--- config.mk ---
export PLATFORM = sky130hd
export DESIGN_NAME = dct_transpose_buffer
export DESIGN_NICKNAME = d
export VERILOG_FILES = /design/src/rtl/dct_transpose_buffer.sv
export SDC_FILE = /design/constraint.sdc
export NUM_CORES = 2
export LEC_CHECK = 0
export CORE_AREA = 2 2 373 375
export CTS_BUF_LIST = sky130_fd_sc_hd__clkbuf_4 sky130_fd_sc_hd__clkbuf_8
export DETAILED_ROUTE_END_ITERATION = 8
export DIE_AREA = 0 0 375 377
export PLACE_DENSITY = 0.78
export SYNTH_ARGS = -nofsm -noshare
export SYNTH_HDL_FRONTEND = slang
export SYNTH_SLANG_ARGS = --single-unit
--- constraint.sdc ---
create_clock -name clk -period 3.4 [get_ports clk]
set_clock_uncertainty 0.1 [all_clocks]
set_input_delay 1.02 -clock clk [delete_from_list [all_inputs] [get_ports clk]]
set_output_delay 1.02 -clock clk [all_outputs]
set_load 0.01 [all_outputs]
--- src/rtl/dct_transpose_buffer.sv ---
// Ping-pong 8x8 transpose buffer: rows written in row-major order into one bank
// while the other bank is read out column-major.
module dct_transpose_buffer #(
  parameter int n = 16
) (
  input  logic         clk,
  input  logic         reset,
  input  logic         in_valid,
  output logic         in_ready,
  input  logic [n-1:0] data_in,
  output logic         out_valid,
  input  logic         out_ready,
  output logic [n-1:0] data_out,
  output logic [2:0]   out_row,
  output logic [2:0]   out_col,
  output logic         out_last
);

  logic [n-1:0] r_mem [2][64];

  logic       r_wsel, r_rsel;
  logic [5:0] r_wr_cnt, r_rd_cnt;
  logic [1:0] r_full;

  logic       w_wsel_nx, w_rsel_nx;
  logic [5:0] w_wr_cnt_nx, w_rd_cnt_nx;
  logic [1:0] w_full_nx;
  logic       w_wr_acc, w_rd_acc;
  logic [5:0] w_rd_addr;

  assign in_ready  = !r_full[r_wsel];
  assign out_valid = r_full[r_rsel];
  assign w_wr_acc  = in_valid && in_ready;
  assign w_rd_acc  = out_valid && out_ready;

  // Read counter walks rows fastest, so the stored row-major address is swapped.
  assign w_rd_addr = {r_rd_cnt[2:0], r_rd_cnt[5:3]};
  assign out_row   = r_rd_cnt[2:0];
  assign out_col   = r_rd_cnt[5:3];
  assign out_last  = out_valid && (r_rd_cnt == 6'd63);
  assign data_out  = out_valid ? r_mem[r_rsel][w_rd_addr] : '0;

  always_comb begin
    w_wsel_nx   = r_wsel;
    w_rsel_nx   = r_rsel;
    w_wr_cnt_nx = r_wr_cnt;
    w_rd_cnt_nx = r_rd_cnt;
    w_full_nx   = r_full;
    if (w_wr_acc) begin
      w_wr_cnt_nx = r_wr_cnt + 6'd1;
      if (r_wr_cnt == 6'd63) begin
        w_full_nx[r_wsel] = 1'b1;
        w_wsel_nx         = ~r_wsel;
      end
    end
    // A write sets a non-full bank and a read clears a full one, so both can apply.
    if (w_rd_acc) begin
      w_rd_cnt_nx = r_rd_cnt + 6'd1;
      if (r_rd_cnt == 6'd63) begin
        w_full_nx[r_rsel] = 1'b0;
        w_rsel_nx         = ~r_rsel;
      end
    end
  end

  always_ff @(posedge clk) begin
    if (reset) begin
      r_wsel   <= 1'b0;
      r_rsel   <= 1'b0;
      r_wr_cnt <= '0;
      r_rd_cnt <= '0;
      r_full   <= '0;
    end else begin
      r_wsel   <= w_wsel_nx;
      r_rsel   <= w_rsel_nx;
      r_wr_cnt <= w_wr_cnt_nx;
      r_rd_cnt <= w_rd_cnt_nx;
      r_full   <= w_full_nx;
    end
  end

  always_ff @(posedge clk) begin
    if (!reset && w_wr_acc) begin
      r_mem[r_wsel][r_wr_cnt] <= data_in;
    end
  end

endmodule

==> flow_summary.ini <==
[clocking]
htreeDepth = 5
cts_hold_buf = 0
cts_inserted_buffers = 332
clock_latency_ns = 1.07
cts_tree = built
clock_sinks = 2065
cts_buffer_depth = 4
path_clk_slew_ns = 0.07
cts_root_buf = clkbuf_8

[sta]
tns_ns = -27.91
holdWs_ns = 0.1702
slew_headroom_pct = 35.04
worst_slack_ns = -1.844
period_share_pct = 154.2
max_freq_mhz = 190.7
setup_viol = 17
slew_viol_final = 0
hold_viol = 0
timing.final.crit_period_ns = 5.244
worstMarginPinSlew_ns = 0.9744
rsz0062_at_grt = yes

[synthesis]
ys_warn_count = 0
netlist_area_sq_mm = 0.08051
yosysSeqAreaShare_pct = 76.81
syn_avg_cell_area_sq_um = 21.54
async_reset_ff_share_pct = 0
netlist_instances = 3737
synth_cell_type_count = 69
synth_edf_count = 2048
ys_ff_latch = 2065
syn_nets = 3759
ys.flop_type = edfxtp_1

[pwr]
p_int_mw = 38.80
p_sw_share_pct = 20.64
ir_drop_uv = 562.9
p_clk_share_pct = 41.3
seqPwrFrac_pct = 57.3
p_sw_mw = 10.09
p_leak_nw = 31.37
cellPowerDensity_mw_per_mm2 = 500.6
power_frac_comb_pct = 1.4

[setup_path]
endpoint_kind = output port
start_kind = register
worstPathMaxFanout = 7
critPathRequiredTime_ns = 2.28
r2r_end = r_mem[1][165]$_DFFE_PP_
reg2regPathDepth = 10
arrival_ns = 4.12
reg2reg_slack_ns = 0.42
r2r-start = r_full[1]$_SDFF_PP0_
crit_type = reg2out

[global_route]
grt_use_total_pct = 32.41
grt_pass1_vias = 45420
antenna_found_initial = 8
grt_max_degree = 129
gr-total-overflow = 0
grt_pass1_wl_mm = 323.3

[routing]
highest_layer = met5
vias_per_cell = 6.894
first_pass_iters = 8
routed-wl-met3_mm = 30.50
drt_wl_total_mm = 230.9
ant_nets = 0
wl_per_cell_um = 34.72
met1_length_mm = 78.86
dr_wl_met2_mm = 108.3
via_count = 45850
drt_iter0_drc = 7305
drcViolationCount = 0

[finish]
final_nets = 4652
mostFrequentLayoutCell = edfxtp_1
fill_cells = 7228
final_cell_mix = edfxtp_1, buf_4, mux4_2, clkbuf_8
drive_above_1_share_pct = 38.34
area_growth_pct = 21.31

[floorplanning]
die_w_um = 375
coreArea_sq_mm = 0.1370
num_rows = 136
ios = 45
dieArea_sq_mm = 0.1414
die_h_um = 377
initial_core_util_pct = 58.78

[min_path]
hp-class = in2reg
hold_path_end = r_mem[1][260]$_DFFE_PP_
holdPathStages = 1
hp-start = data_in[4]

[placed_design]
numPortBuffers = 44
place_hpwl_mm = 135.2
place_congestion = 0.9304

[run_status]
violations = negative setup slack
status = complete, but fails checks

[flow_run]
maxCapViolCount = 0
metal layers:
metal  vias to the layer above  global-route usage, %
li1                      17540                      -
met4                         4                  15.98
met2                      4136                  50.10
met5                         -                      0
met1                     23390                  43.51
met3                       784                  8.355
critical path: stages, from the launching register on:
cell and delay (ns):
dfxtp_4 0.46, buf_12 0.18, buf_12 0.11, buf_12 0.13
buf_4 0.14, mux4_2 0.52, mux4_2 0.57, mux2_4 0.33
nand2_2 0.07, o311a_4 0.27, nor3_4 0.08, buf_2 0.16
worst max path at each step:
stage	from	depth (start not counted)	to	slack [ns]
after floorplan	r_rd_cnt[3]$_SDFFE_PP0P_	10	data_out[2]	0.04
after global placement	register	12	data_out[11]	-1.58
after detailed placement	register	11	data_out[3]	-1.48
after CTS	register	11	data_out[9]	-1.76
after global routing	register	11	data_out[8]	-1.85
final	register	11	data_out[8]	-1.84
area by class of cell:
type                       count  area, sq um  share of cell area, %
antenna                        1        2.502               0.002562
clock buffer                 438         5421                  5.551
clock inverter               122        645.6                 0.6610
inverter                      10        42.54                0.04356
multi-input combinational   1447        18300                  18.73
sequential                  2065        61860                  63.34
tap                         1794         2245                  2.298
timing repair buffer         774         9155                  9.374
synth_stat cells (5+ instances only):
cell type  number  area, sq um
o31ai_1         8        60.06
a21oi_1        58        290.3
o21ai_0        38        190.2
mux4_1         47         1235
mux2i_1       226         2262
nor2_1        178        668.1
buf_2          61        305.3
and2_1         17        106.4
or3_1           6        37.54
clkbuf_1       52        195.2
o22ai_1        20        125.1
nor2b_1         8        50.05
a211o_1         7        61.31
a2111oi_0       6        52.55
buf_8          20        300.3
nand2_1       129        484.2
nand3_1        24        120.1
and3_1          5        31.28
buf_6          40        450.4
a211oi_1       17        127.6
o221ai_1       44        385.4
a21o_1          7        52.55
buf_1           9        33.78
a31oi_1         6        37.54
a221oi_1       36        315.3
a22oi_1        22        165.2
edfxtp_1     2048        61500
mux4_2        399         8986
xnor2_1         7        61.31
mux2_2         31        349.1
a32oi_1        11        96.34
nand4_1         8        50.05
inv_1           9        33.78
o211ai_1       10        75.07
nor3_1         18        90.09
dfxtp_1        17        340.3
buf_4          22        165.2
logic make-up (layout without fill, tap and decap cells):
| group | count (synthesis) | count (layout) | share of synthesized area, % |
|---|---|---|---|
| AOI/OAI and AO/OA | 321 | 321 | 2.894 |
| xor gates and xnor gates | 10 | 10 | 0.1088 |
| adders and majority gates | 2 | 2 | 0.03108 |
| buffers and inverters | 225 | 1344 | 2.016 |
| DFF | 2065 | 2065 | 76.81 |
| muxes | 703 | 703 | 15.94 |
| other | 0 | 1 | 0 |
| and+or+nand+nor | 411 | 411 | 2.207 |
state kept, by name, indices dropped and copies added (netlist names), named ones only:
signal / cells
r_mem: 2048
r_full: 2
r_rd_cnt: 6
r_wr_cnt: 6
r_wsel: 1
r_rsel: 1
through the flow:
stage | std cells | cell area [sq um] | setup WS (ns) | power [mW] | utilization [%]
finish | 6651 | 97670 | -1.844 | 48.89 | 71.30
floorplan | 3737 | 80520 | 0.03508 | 28.61 | -
global placement | 5972 | 88550 | -1.583 | 29.15 | 64.64
global route | 6651 | 97670 | -1.846 | 50.00 | 71.30
CTS | 6642 | 97230 | -1.761 | 48.85 | 70.98
detailed placement | 5972 | 88550 | -1.485 | 29.18 | 64.64
power by group through the flow:
stage	registers (mW)	logic [mW]	clock network, mW
after floorplan	28.5	0.0631	0
after global placement	28.5	0.615	0
after detailed placement	28.5	0.648	0
after CTS	28.0	0.658	20.2
after global routing	28.0	0.705	21.3
final	28.0	0.677	20.2
what timing repair did:
action / in CTS / in global routing
cloned: 18 / 1
pin swaps: 73 / 50
resized for setup: 361 / 94
setup endpoints to repair: 25 / 17
buffers inserted: 100 / 18
Note: power is estimated with default switching activity, not from simulation.
